--- config.mk ---
export PLATFORM = sky130hd
export DESIGN_NAME = mpc_sequencer
export DESIGN_NICKNAME = d
export VERILOG_FILES = /design/src/rtl/mpc_sequencer.sv
export SDC_FILE = /design/constraint.sdc
export NUM_CORES = 1
export LEC_CHECK = 0
export ABC_AREA = 1
export BUFFER_PORTS_ARGS = -buffer_cell sky130_fd_sc_hd__buf_2
export CAP_MARGIN = 20
export CORE_UTILIZATION = 55
export DETAILED_ROUTE_END_ITERATION = 16
export GPL_ROUTABILITY_DRIVEN = 1
export PLACE_DENSITY = 0.94
export SLEW_MARGIN = 25
export SYNTH_ARGS = -nofsm -noshare
export SYNTH_HDL_FRONTEND = slang
export SYNTH_SLANG_ARGS = --single-unit
export TNS_END_PERCENT = 20
--- constraint.sdc ---
create_clock -name clk -period 4.3 [get_ports clk]
set_clock_uncertainty 0.1 [all_clocks]
set_input_delay 0.215 -clock clk [delete_from_list [all_inputs] [get_ports clk]]
set_output_delay 0.215 -clock clk [all_outputs]
set_load 0.01 [all_outputs]
--- src/rtl/mpc_sequencer.sv ---
// mpc_sequencer: micro-program counter sequencer for a Mic-1 style control store.
// Define MPC_STEP_EN to add a single-step input that gates every advance of MPC.
module mpc_sequencer (
    input  logic        clk,
    input  logic        reset,
    input  logic [8:0]  Next_ADDR,
    input  logic [2:0]  JAM,
    input  logic        N,
    input  logic        Z,
    input  logic [7:0]  MBR,
    input  logic        mem_busy,
`ifdef MPC_STEP_EN
    input  logic        step,
`endif
    output logic [8:0]  MPC,
    output logic        READ,
    output logic        halted,
    output logic [15:0] cycles
);

    typedef enum logic [1:0] {IDLE, PRIME, RUN, HALT} state_t;

    state_t      state;
    state_t      state_next;
    logic [8:0]  mpc_next;
    logic [15:0] cycles_next;
    logic [8:0]  jump_addr;
    logic        advance;

    // JMPC merges the opcode by OR, so the two address halves never interact.
    always_comb begin
        jump_addr[7:0] = Next_ADDR[7:0] | (JAM[2] ? MBR : 8'h00);
        jump_addr[8]   = Next_ADDR[8] | (JAM[1] & N) | (JAM[0] & Z);
    end

`ifdef MPC_STEP_EN
    logic step_prev;
    logic step_pending;
    logic step_rise;

    assign step_rise = step & ~step_prev;
    assign advance   = ~mem_busy & (step_rise | step_pending);

    // A step that lands while memory is busy is remembered (one deep) until it can be used.
    always_ff @(posedge clk) begin
        if (reset) begin
            step_prev    <= 1'b0;
            step_pending <= 1'b0;
        end else begin
            step_prev <= step;
            if (state == RUN) begin
                if (advance)
                    step_pending <= 1'b0;
                else if (step_rise && mem_busy)
                    step_pending <= 1'b1;
            end
        end
    end
`else
    assign advance = ~mem_busy;
`endif

    always_ff @(posedge clk) begin
        if (reset) begin
            state  <= IDLE;
            MPC    <= 9'h000;
            cycles <= 16'h0000;
        end else begin
            state  <= state_next;
            MPC    <= mpc_next;
            cycles <= cycles_next;
        end
    end

    always_comb begin
        state_next  = state;
        mpc_next    = MPC;
        cycles_next = cycles;
        READ        = 1'b1;
        halted      = 1'b0;
        case (state)
            IDLE: begin
                READ       = 1'b0;
                mpc_next   = 9'h000;
                state_next = PRIME;
            end
            PRIME: begin
                mpc_next   = 9'h000;
                state_next = RUN;
            end
            RUN: begin
                if (advance) begin
                    // An unconditional jump to itself can never leave, so park in HALT.
                    if (JAM == 3'b000 && Next_ADDR == MPC) begin
                        state_next = HALT;
                    end else begin
                        mpc_next = jump_addr;
                        if (cycles != 16'hFFFF)
                            cycles_next = cycles + 16'd1;
                    end
                end
            end
            HALT: begin
                halted = 1'b1;
            end
            default: begin
                state_next = IDLE;
            end
        endcase
    end

endmodule

==> impl_metrics.py <==
metrics = {
    "outcome": {
        "outcome": "completed",
    },
    "clock_network": {
        "insertion_delay_ns": 0.32,
        "clock_path_buffers": 2,
        "clk_pin_slew_ns": 0.15,
        "cts_setup_buffers": 0,
        "cts_resized": 0,
        "ctsHoldBuffers": 0,
        "numCtsBuffers": 3,
        "cts_num_sinks": 27,
        "clockRootBuffer": "clkbuf_4",
        "cts_tree": "yes",
        "htreeDepth": 1,
    },
    "sta": {
        "fmax_ghz": 0.516,
        "slew_viol_final": 0,
        "whs_ns": 0.192,
        "setup_violations": 0,
        "slew_headroom": 0.680,
        "fin_crit_ns": 1.94,
        "worstMarginPinSlew_ns": 0.477,
        "setup_tns_ns": 0,
        "rsz0062_at_grt": "no",
        "report.final.hold_viol_count": 0,
        "fin_crit_sh": 0.451,
    },
    "global_routing": {
        "antenna_found_initial": 0,
        "gr-total-overflow": 0,
        "grt_max_degree": 19,
        "grt_pass1_vias": 1732,
        "grt_pass1_wl_um": 7020,
        "grtUsageTotal": 0.249,
    },
    "floorplanning": {
        "die_w_um": 59.7,
        "pin_count": 52,
        "core.rowCount": 20,
        "core_area_um2": 3100,
        "dieArea_um2": 3570,
        "fp.dieH_um": 59.7,
        "initial_core_util": 0.591,
    },
    "synth": {
        "yosysTopAreaCellShare": 0.295,
        "synth_area_leader_cell": "dfxtp_1",
        "yosys-top-cells-area": "dfxtp_1 29%, nand2_1 17%, nor2_1 8.6%",
        "async_flop_share": 0,
        "post-synth-top-count-cell": "nand2_1",
        "yosys_warnings": 0,
        "ys_types": 24,
        "synth_fp_nets": 316,
        "syn_area_per_cell_um2": 6.43,
        "synth_area_um2": 1830,
        "ys_seq_area_frac": 0.295,
        "synth_commonest_cells": "81 x nand2_1, 42 x nor2_1, 30 x inv_1",
        "ys_ff_latch": 27,
        "synthCells": 285,
        "synth_ff_type": "dfxtp_1",
        "synth_edf_count": 0,
    },
    "critical_path": {
        "rrSetupSlack_ns": 2.36,
        "slowest_stage": "dfxtp_1",
        "crit_type": "reg2reg",
        "r2r_cells": 9,
        "slowest_delay_ns": 0.39,
        "start_kind": "flip-flop",
        "required_ns": 4.41,
        "cp_num_buf_inv": 1,
        "critPathCaptureType": "flip-flop",
        "cp_cell_sequence": "ha_1, nand3_2, inv_2, nand2_2, nor2_2, nor2_4, nand3_4, nand2_1, a21oi_2",
        "cp_top_family": "simple AND/OR/NAND/NOR gates",
        "worstPathArrival_ns": 2.05,
        "rr_startpoint": "cycles[0]",
        "timing.rr.end": "cycles[5]",
        "worst-path-max-fanout": 17,
    },
    "worst_hold_path": {
        "hold_path_class": "in2reg",
        "min_to": "MPC[1]",
        "hold_start": "MBR[1]",
        "min_path_cells": 5,
    },
    "power": {
        "peakVddDrop_mv": 0.174,
        "finalPower_uw": 716,
        "power_density_nw_per_um2": 337,
        "p_leak_uw": 0.000996,
    },
    "layout": {
        "diodes": 0,
        "drive_above_1_share": 0.232,
        "nNetsFinal": 364,
        "synthToLayoutAreaGrowth_pct": 15.8,
        "fin_util": 0.684,
        "final_area_um2": 2120,
    },
    "detailed_routing": {
        "first_pass_iters": 4,
        "viasPerCell": 5.28,
        "detail_route.wirelength_um": 4190,
        "ant_nets": 0,
        "vias": 1985,
        "drtIter0Drc": 138,
        "routedWlPerCell_um": 11.1,
        "drc": 0,
    },
    "placement": {
        "gp_congestion": 0.910,
        "hpwl_um": 3230,
        "portBuffers": 51,
        "place_area_um2": 2100,
    },
    "job": {
        "cap_violations": 0,
    },
}
-- routing by layer --
metal,global-route usage,vias up,share of wire,routed length (µm)
met3,0.0260,9,0.059,248
met4,0.0930,0,0.014,59
li1,-,1013,-,-
met2,0.430,78,0.48,2010
met1,0.318,885,0.45,1870
met5,0,-,0,0
-- power by group --
group	internal [µW]	switching, µW	leakage (µW)	total [µW]
logic	104	184	0.000762	288
clock network	36.3	74.3	0.0000150	111
registers	284	32.8	0.000219	317
-- flip-flops by register name, indices dropped and copies added (netlist names) --
signal,count
cycles,16
state,2
MPC,9
-- cell usage in the layout, fill, tap and decap left out --
| cell type | n |
|---|---|
| a21oi_1 | 15 |
| a21oi_2 | 10 |
| buf_2 | 51 |
| clkbuf_1 | 1 |
| clkbuf_4 | 3 |
| clkinv_1 | 1 |
| dfxtp_1 | 27 |
| ha_1 | 6 |
| inv_1 | 30 |
| inv_2 | 3 |
| nand2_1 | 81 |
| nand2_2 | 2 |
| nand2_4 | 1 |
| nand3_1 | 9 |
| nand3_2 | 1 |
| nand3_4 | 1 |
| nand3b_1 | 1 |
| nand4_1 | 23 |
| nor2_1 | 42 |
| nor2_2 | 3 |
| nor2_4 | 2 |
| o21ai_0 | 10 |
| xnor2_1 | 6 |
| xor2_1 | 3 |
-- cell type report --
cell class,instances,area [µm²]
clock buffers,4,26.3
fillers,297,981
inverters,34,128
multi-input cells,216,1120
flip-flops and latches,27,541
well taps,44,55.1
repair buffers,51,255
-- worst max path at each step --
stage / startpoint / to / slack, ns / depth (start not counted)
floorplan: cycles[0] / cycles[2] / 2.59 / 10
global placement: cycles[0] / cycles[0] / 2.44 / 9
detailed placement: cycles[0] / cycles[11] / 2.39 / 9
CTS: cycles[0] / cycles[11] / 2.37 / 9
global route: cycles[0] / cycles[8] / 2.22 / 9
finish: cycles[0] / cycles[5] / 2.36 / 9
-- worst reg2reg max path, delay by kind of cell, from the launching register on --
family          cells  cell delay [ns]
fa+ha+maj           1             0.26
compound gates      1             0.06
buf+inv             1             0.06
simple gates        6             0.97
flops               1             0.39
-- logic make-up after synthesis --
kind of cell / Yosys count / share of synthesized area
DFF: 27 / 0.295
adders and majority gates: 6 / 0.0410
and+or+nand+nor: 166 / 0.410
buffers and inverters: 42 / 0.0956
AOI/OAI and AO/OA: 35 / 0.116
xor gates and xnor gates: 9 / 0.0430
-- metrics by stage --
| step | setup slack, ns | cells |
|---|---|---|
| floorplan | 2.59 | 285 |
| global placement | 2.44 | 372 |
| detailed placement | 2.39 | 372 |
| CTS | 2.37 | 376 |
| global route | 2.22 | 376 |
| finish | 2.36 | 376 |
No activity file was read; power rests on OpenSTA's default activity.
